[config.mk]
export PLATFORM = sky130hd
export DESIGN_NAME = matrix_read_arbiter
export DESIGN_NICKNAME = d
export VERILOG_FILES = /design/src/rtl/matrix_read_arbiter.sv
export SDC_FILE = /design/constraint.sdc
export NUM_CORES = 1
export LEC_CHECK = 0
export CORE_AREA = 2 2 176 178
export CTS_CLUSTER_DIAMETER = 60
export CTS_CLUSTER_SIZE = 14
export DETAILED_ROUTE_END_ITERATION = 16
export DIE_AREA = 0 0 178 180
export MAX_ROUTING_LAYER = met4
export PLACE_DENSITY = 0.66
export SLEW_MARGIN = 20
export SYNTH_ARGS = -nofsm -noshare
export SYNTH_HDL_FRONTEND = slang
export SYNTH_SLANG_ARGS = --single-unit
[constraint.sdc]
create_clock -name clk -period 3.3 [get_ports clk]
set_input_delay 0.66 -clock clk [delete_from_list [all_inputs] [get_ports clk]]
set_output_delay 0.66 -clock clk [all_outputs]
set_load 0.02 [all_outputs]
[src/rtl/matrix_read_arbiter.sv]
`default_nettype none
// ============================================================================
//  Module      : matrix_read_arbiter
//  Description : Round-robin arbiter sharing the single matrix_storage read
//                port among NUM_REQ requesters. Validates each request, issues
//                one read strobe, waits for rd_ready (or times out), captures
//                the matrix and pulses a per-requester valid/error strobe.
//  Revision    : 1.0 - initial release
// ============================================================================
module matrix_read_arbiter #(
    parameter int NUM_REQ        = 3,
    parameter int MAX_DIM        = 5,
    parameter int MAX_MATRIX_ID  = 2,
    parameter int TIMEOUT_CYCLES = 255
) (
    input  logic                   clk,
    input  logic                   rst_n,
    input  logic [NUM_REQ-1:0]     req,
    input  logic [3*NUM_REQ-1:0]   req_col,
    input  logic [3*NUM_REQ-1:0]   req_row,
    input  logic [2*NUM_REQ-1:0]   req_mat_index,
    output logic [NUM_REQ-1:0]     gnt,
    output logic [NUM_REQ-1:0]     resp_valid,
    output logic [NUM_REQ-1:0]     resp_error,
    output logic [199:0]           resp_data,
    output logic                   busy,
    output logic                   read_en,
    output logic [2:0]             rd_col,
    output logic [2:0]             rd_row,
    output logic [1:0]             rd_mat_index,
    input  logic [199:0]           rd_data_flow,
    input  logic                   rd_ready
);

    localparam int IDX_W = (NUM_REQ > 1) ? $clog2(NUM_REQ) : 1;
    localparam int CNT_W = $clog2(TIMEOUT_CYCLES + 1);

    // INVALID holds the grant for one cycle so an illegal request's error
    // strobe lands two cycles after the request is sampled.
    localparam logic [1:0] S_IDLE    = 2'd0;
    localparam logic [1:0] S_WAIT    = 2'd1;
    localparam logic [1:0] S_INVALID = 2'd2;
    localparam logic [1:0] S_RESP    = 2'd3;

    localparam logic [CNT_W-1:0] C_CNT_LAST = CNT_W'(TIMEOUT_CYCLES - 1);

    logic [1:0]       r_state;
    logic [1:0]       w_next;
    logic [IDX_W-1:0] r_win;
    logic [IDX_W-1:0] r_rr_last;
    logic [CNT_W-1:0] r_cnt;
    logic             r_ok;

    logic             w_found;
    logic [IDX_W-1:0] w_win;
    logic             w_legal;
    logic [2:0]       w_col_a [NUM_REQ];
    logic [2:0]       w_row_a [NUM_REQ];
    logic [1:0]       w_idx_a [NUM_REQ];

    // Unpack the flat per-requester address buses
    for (genvar g = 0; g < NUM_REQ; g++) begin : g_unpack
        assign w_col_a[g] = req_col[3*g +: 3];
        assign w_row_a[g] = req_row[3*g +: 3];
        assign w_idx_a[g] = req_mat_index[2*g +: 2];
    end

    // Round-robin winner: first set request scanning upward from rr_last+1
    always_comb begin
        int v_idx;
        w_found = 1'b0;
        w_win   = '0;
        for (int k = 1; k <= NUM_REQ; k++) begin
            v_idx = int'(r_rr_last) + k;
            if (v_idx >= NUM_REQ) v_idx = v_idx - NUM_REQ;
            if (!w_found && req[v_idx[IDX_W-1:0]]) begin
                w_found = 1'b1;
                w_win   = v_idx[IDX_W-1:0];
            end
        end
    end

    // Legality of the winner's address fields
    always_comb begin
        w_legal = (int'(w_col_a[w_win]) >= 1) && (int'(w_col_a[w_win]) <= MAX_DIM) &&
                  (int'(w_row_a[w_win]) >= 1) && (int'(w_row_a[w_win]) <= MAX_DIM) &&
                  (int'(w_idx_a[w_win]) < MAX_MATRIX_ID);
    end

    // State register
    always_ff @(posedge clk or negedge rst_n) begin
        if (!rst_n) r_state <= S_IDLE;
        else        r_state <= w_next;
    end

    // Next-state logic; rd_ready on the timeout cycle still counts as success
    always_comb begin
        w_next = r_state;
        case (r_state)
            S_IDLE:    if (w_found) w_next = w_legal ? S_WAIT : S_INVALID;
            S_WAIT:    if (rd_ready || (r_cnt == C_CNT_LAST)) w_next = S_RESP;
            S_INVALID: w_next = S_RESP;
            S_RESP:    w_next = S_IDLE;
            default:   w_next = S_IDLE;
        endcase
    end

    // Transaction datapath: winner, read fields, wait counter, captured data
    always_ff @(posedge clk or negedge rst_n) begin
        if (!rst_n) begin
            r_win        <= '0;
            r_rr_last    <= IDX_W'(NUM_REQ - 1);
            r_cnt        <= '0;
            r_ok         <= 1'b0;
            resp_data    <= '0;
            rd_col       <= '0;
            rd_row       <= '0;
            rd_mat_index <= '0;
        end else begin
            case (r_state)
                S_IDLE: begin
                    if (w_found) begin
                        r_win <= w_win;
                        r_ok  <= 1'b0;
                        r_cnt <= '0;
                        if (w_legal) begin
                            rd_col       <= w_col_a[w_win];
                            rd_row       <= w_row_a[w_win];
                            rd_mat_index <= w_idx_a[w_win];
                        end
                    end
                end
                S_WAIT: begin
                    r_cnt <= r_cnt + CNT_W'(1);
                    if (rd_ready) begin
                        resp_data <= rd_data_flow;
                        r_ok      <= 1'b1;
                    end
                end
                S_RESP: begin
                    r_rr_last <= r_win;
                    r_cnt     <= '0;
                end
                default: ;
            endcase
        end
    end

    // Outputs decoded from state; read_en marks the first WAIT cycle
    always_comb begin
        gnt        = '0;
        resp_valid = '0;
        resp_error = '0;
        busy       = (r_state != S_IDLE);
        read_en    = (r_state == S_WAIT) && (r_cnt == '0);
        if (r_state != S_IDLE) gnt[r_win] = 1'b1;
        if (r_state == S_RESP) begin
            if (r_ok) resp_valid[r_win] = 1'b1;
            else      resp_error[r_win] = 1'b1;
        end
    end

endmodule
`default_nettype wire

Word-level counts from Yosys, hierarchy flattened

Index checks and enable logic that the tools add are counted.

Bits in registers: 223
Input port bits: 230
Output and inout bits: 219
Logic and storage cells: 100

$add $sub $neg: 7
Magnitude comparators: 14
Equal/unequal tests: 7
Muxes and demuxes: 40
Bitwise gates (word level): 1
Reduce and logical (&&, ||, !) cells: 22

Operators by type and width:

| operator              | count |
|---|---|
| $mux W3               | 9 |
| $pmux W8 S3           | 1 |
| $mux W2               | 11 |
| $bmux W3 S2           | 2 |
| $lt A2 B3 Y1 const B  | 4 |
| $ge A3 B2 Y1 const B  | 3 |
| $mux W1               | 9 |
| $add A8 B1 Y8 const B | 1 |
| $eq A8 B8 Y1 const B  | 1 |
| $logic_and A1 B1 Y1   | 8 |
| $logic_not A8 Y1      | 1 |
| $mux W8               | 1 |
| $pmux W2 S4           | 1 |
| $reduce_and A2 Y1     | 4 |
| $add A2 B2 Y3 const B | 2 |
| $bmux W1 S2           | 3 |
| $ge A3 B1 Y1 const B  | 2 |
| $le A3 B3 Y1 const B  | 2 |
| $ne A2 B2 Y1 const B  | 3 |
| $reduce_and A3 Y1     | 2 |
| $sub A2 B2 Y2 const B | 3 |
| $bmux W2 S2           | 1 |
| $eq A2 B2 Y1 const B  | 2 |
| $reduce_bool A2 Y1    | 2 |
| other kinds (12)      | 13 |

Longest topological paths before layout

Word-level depth: 24
Gate-level depth with buffers: 12
Mapped depth without buffers: 9

Worst setup path before layout

OpenSTA, ideal clock, no wires.

Kind: reg2reg
From: reg r_rr_last[1]
To: reg rd_col[0]
Setup time: 125 ps
Arrival: 2990 ps
Required time: 3175 ps
Slack: 186 ps
Cell stages (with the launch flop): 12
Path buffers: 2
Clock period less this slack: 3114 ps
Cells stage by stage: dfstp_2 inv_1 ha_1 buf_2 nand2b_1 o22a_1 a31oi_1 and2_1 clkbuf_1 o21ai_1 nor4_4 mux2_2

Word-level cells in the longest chain between the ends: 22
Elaborated cells between the ends (all ways): 48
Classes of those cells: add/sub (6); order compare (8); mux (24); bitwise (1); reduce/logical (9)

Ends and longest elaborated chain:

| item                                                 | line    | source |
|---|---|---|
| start, declared                                      | 50      | `logic [IDX_W-1:0] r_rr_last;` |
| start signal, assigned                               | 112     | `r_rr_last <= IDX_W'(NUM_REQ - 1);` |
| start signal, assigned                               | 141     | `r_rr_last <= r_win;` |
| $add A2 B1 Y3                                        | 74      | `v_idx = int'(r_rr_last) + k;` |
| $ge A3 B2 Y1 / $sub A2 B2 Y2 (equally long branches) | 75      | `if (v_idx >= NUM_REQ) v_idx = v_idx - NUM_REQ;` |
| $mux W2                                              | 75      |  |
| $bmux W1 S2                                          | 76      | `if (!w_found && req[v_idx[IDX_W-1:0]]) begin` |
| $mux W1 (implied by the code)                        | 76      |  |
| $mux W1                                              | 76      |  |
| $logic_not A1 Y1                                     | 76      |  |
| $logic_and A1 B1 Y1                                  | 76      |  |
| [3 not listed]                                       | n/a     |  |
| $mux W2                                              | 76      |  |
| $not A2 Y3 (implied by the code)                     | n/a     |  |
| $bmux W3 S2                                          | 85, 127 |  |
| $mux W3 (implied by the code) (2 in a row)           | 85, 127 |  |
| $ge A3 B1 Y1 / $le A3 B3 Y1 (equally long branches)  | 85      | `w_legal = (int'(w_col_a[w_win]) >= 1) && (int'(w_col_a[w_win]) <= MAX_DIM) &&` |
| $logic_and A1 B1 Y1 (2 in a row)                     | 85      |  |
| $logic_and A1 B1 Y1 (2 in a row)                     | 86      | `(int'(w_row_a[w_win]) >= 1) && (int'(w_row_a[w_win]) <= MAX_DIM) &&` |
| $reduce_and A3 Y1 (no line)                          | n/a     |  |
| end signal, assigned                                 | 127     | `rd_col <= w_col_a[w_win];` |
| end, declared                                        | 28      | `output logic [2:0] rd_col,` |

Parallel ways exist; a longest one is shown, timed or not. The select of a mux whose other input is x is not followed.
A chain may end at the register's enable or synchronous reset.

Final worst setup path

From: reg r_rr_last[1]
To: reg rd_col[1]

The elaborated chain is that of the path after synthesis.

==> flow_metrics.py <==
metrics = {
    "critical_path": {
        "cp.required_ns": 3.70,
        "r2r_start": "r_rr_last[1]$_DFFE_PN1P_",
        "critPathLaunch": "r_rr_last[1]$_DFFE_PN1P_",
        "crit_arrival_ns": 3.53,
        "critPathMaxFanout": 7,
        "start_kind": "flip-flop",
        "worstRegToRegCells": 10,
        "end_kind": "flip-flop",
        "r2r_end": "rd_col[1]$_DFFE_PN0P_",
        "worst-setup-path-type": "flip-flop to flip-flop",
        "crit_end": "rd_col[1]$_DFFE_PN0P_",
        "reg2reg_slack_ns": 0.17,
    },
    "sta": {
        "fin_setup_tns_ns": 0,
        "max_slew.worst_pin.slew_ns": 0.809,
        "grt_setup_unrepaired": "no",
        "max_freq_ghz": 0.320,
        "slew_headroom_pct": 45.8,
        "fin_skew_ns": 0.0131,
        "finalCritPeriodShare_pct": 94.8,
        "slew_viol_final": 0,
        "period_needed_ns": 3.13,
        "hold_viol": 0,
        "setup_viol": 0,
    },
    "power_and_ir_drop": {
        "switching_share_pct": 36.6,
        "comb_power_share_pct": 51.3,
        "p_leak_uw": 0.00641,
        "p_clk_share_pct": 18.4,
        "p_seq_share_pct": 30.3,
        "p_sw_uw": 5800,
        "p_int_uw": 10100,
        "peakVddDrop_uv": 608,
        "p_per_area_mw_per_mm2": 1040,
    },
    "clock_network": {
        "worstSkewPairLatency_ns": 0.52,
        "cts_sinks": 223,
        "clk_pin_slew_worst_paths_ns": 0.06,
        "clock_tree.buffer_depth": 3,
        "postCtsSetupBuffers": 0,
        "tritoncts": "yes",
        "cts_htree_levels": 1,
        "cts_buffers": 27,
        "cts-root-buf": "clkbuf_16",
    },
    "synthesis": {
        "synth_ff_type": "dfrtp_1",
        "synth.cell_area_mm2": 0.00917,
        "synth_top_family_by_area": "multiplexers",
        "synth_mux_area_share_pct": 27.1,
        "yosys.area.top_type": "dfrtp_1",
        "synth.distinct_cells": 49,
        "avgSynthCellArea_um2": 14.5,
        "synth_fa_ha_area_share_pct": 1.50,
        "seq_area_frac_synth_pct": 60.9,
        "synth.net_count": 873,
        "ys_async_sr_fraction_pct": 100,
        "yosys.area_share.simple_pct": 4.71,
        "yosysWarnings": 0,
        "ys_ff_latch": 223,
        "yosys.area_share.xor_xnor_pct": 0,
        "syn_inst": 632,
        "synthTopCellsByArea": "dfrtp_1 (61%), mux2_2 (26%), ha_1 (1.5%)",
        "synth_compound_area_share_pct": 4.04,
        "synth_top_area_share_pct": 60.6,
        "synth_edf_count": 0,
    },
    "hold_path": {
        "hold_path_class": "primary input to async pin",
    },
    "die": {
        "core_area_mm2": 0.0302,
        "fp.dieH_um": 180,
        "ios": 449,
        "die_w_um": 178,
        "rows": 64,
        "start_util_pct": 30.4,
        "dieArea_mm2": 0.0320,
    },
    "outcome": {
        "status": "complete, no violations",
    },
    "placement": {
        "placed_cell_area_mm2": 0.0143,
        "gp_congestion": 0.857,
        "place_hpwl_mm": 20.5,
        "port_buffers": 448,
    },
    "global_routing": {
        "grt_overflow": 0,
        "grt_max_degree": 95,
        "track_usage_pct": 17.1,
        "grt_most_used_layer": "met2",
        "grtUsageMet3_pct": 4.67,
        "use_met1_pct": 19.1,
        "antenna_found_initial": 1,
        "grt_pass1_wl_mm": 41.7,
        "use_met2_pct": 30.1,
        "grt_pass1_vias": 7387,
    },
    "run": {
        "max_cap_viol_count": 0,
    },
    "drt": {
        "wl_mm": 27.2,
        "post_drt_wl_per_cell_um": 17.9,
        "via_per_inst": 4.52,
        "antenna_left": 0,
        "num_vias": 6890,
        "drt_first_pass_iters": 4,
        "drt-initial-drc-count": 198,
        "post-route-drc-count": 0,
    },
    "final_layout": {
        "fillers": 2679,
        "layout_common_cells": "clkdlybuf4s50_1 (446), dfrtp_1 (221), mux2_2 (209), clkbuf_16 (27)",
        "drive_gt1_share_pct": 26.8,
        "fin_area_mm2": 0.0153,
        "final_nets": 1349,
        "synthToLayoutAreaGrowth_pct": 66.7,
        "final_common_cell": "clkdlybuf4s50_1",
    },
}
layout make-up:
class	count	area, um^2	area share (%)
flip-flops and latches	223	5580	36.5
repair buffers	476	4790	31.3
multi-input cells	367	3490	22.8
clock buffers	31	711	4.65
well taps	396	495	3.24
clock inverters	17	175	1.15
inverters	13	48.8	0.319
diodes	1	2.50	0.0164
Yosys cell counts (6+ instances only):
library cell,instances
nand2_1,23
ha_1,11
mux2_2,209
nor3_1,7
o21ai_0,22
nand2b_1,12
dfrtp_1,222
inv_1,13
clkbuf_1,26
a22o_1,6
mux2i_1,13
nor2_1,12
layer usage:
metal | part of all wire, % | vias to the layer above
li1 | - | 3207
met1 | 38 | 3398
met3 | 7.3 | 41
met4 | 2.3 | 0
met2 | 53 | 244
met5 | 0 | -
state kept, by name, indices dropped and copies added (netlist names):
register and cells:
rd_col 3, r_win 2, r_rr_last 2, r_ok 1
rd_row 3, resp_data 200, r_state 2, rd_mat_index 2
r_cnt 8
worst max-delay path, cell delays in order (launching register included):
cell and delay (ns):
dfstp_2 0.54, inv_1 0.07, ha_2 0.38, inv_1 0.11
or3_1 0.40, a31oi_2 0.26, o2111ai_1 0.14, o22a_1 0.27
nor4_4 0.31, buf_4 0.19, mux2_2 0.33
power groups by stage:
stage	Combinational, uW	Clock [uW]	Sequential (uW)
finish	8140	2910	4810
global placement	8030	0	4790
detailed placement	8110	0	4840
global route	8600	3140	5000
CTS	8150	3030	4820
floorplan	2560	0	6390
cells by family after synthesis:
kind of cell	count (synthesis)
fa+ha+maj	11
mux	222
simple gates	81
compound gates	53
flops	223
buf+inv	42
worst min path at each step:
stage / to / from / slack (ns) / depth (start not counted)
6_report: resp_data[99]$_DFFE_PN0P_ / rst_n / 0.15 / 1
5_1_grt: resp_data[121]$_DFFE_PN0P_ / rst_n / 0.18 / 1
4_1_cts: resp_data[190]$_DFFE_PN0P_ / rst_n / 0.18 / 1
3_5_place_dp: resp_data[50]$_DFFE_PN0P_ / resp_data[50]$_DFFE_PN0P_ / 0.49 / 1
3_3_place_gp: resp_data[91]$_DFFE_PN0P_ / resp_data[91]$_DFFE_PN0P_ / 0.49 / 1
2_1_floorplan: r_cnt[0]$_DFFE_PN0P_ / rst_n / 0.36 / 0
repair_timing:
action | in CTS | in global routing
hold buffers | 0 | 0
gates resized for setup | 0 | 11
endpoints found under the setup margin | 0 | 8
through the flow:
step                power (uW)  hold slack, ns  setup WS [ns]  cells  utilization [%]
global placement         12800           0.486        -0.0326   1475             47.5
floorplan                 8950           0.364          0.186    632                -
global route             16700           0.181         0.0186   1524             50.7
CTS                      16000           0.183         0.0213   1523             50.5
detailed placement       12900           0.492        -0.0880   1475             47.5
finish                   15900           0.149          0.171   1524             50.7
Note: power is estimated with default switching activity, not from simulation.
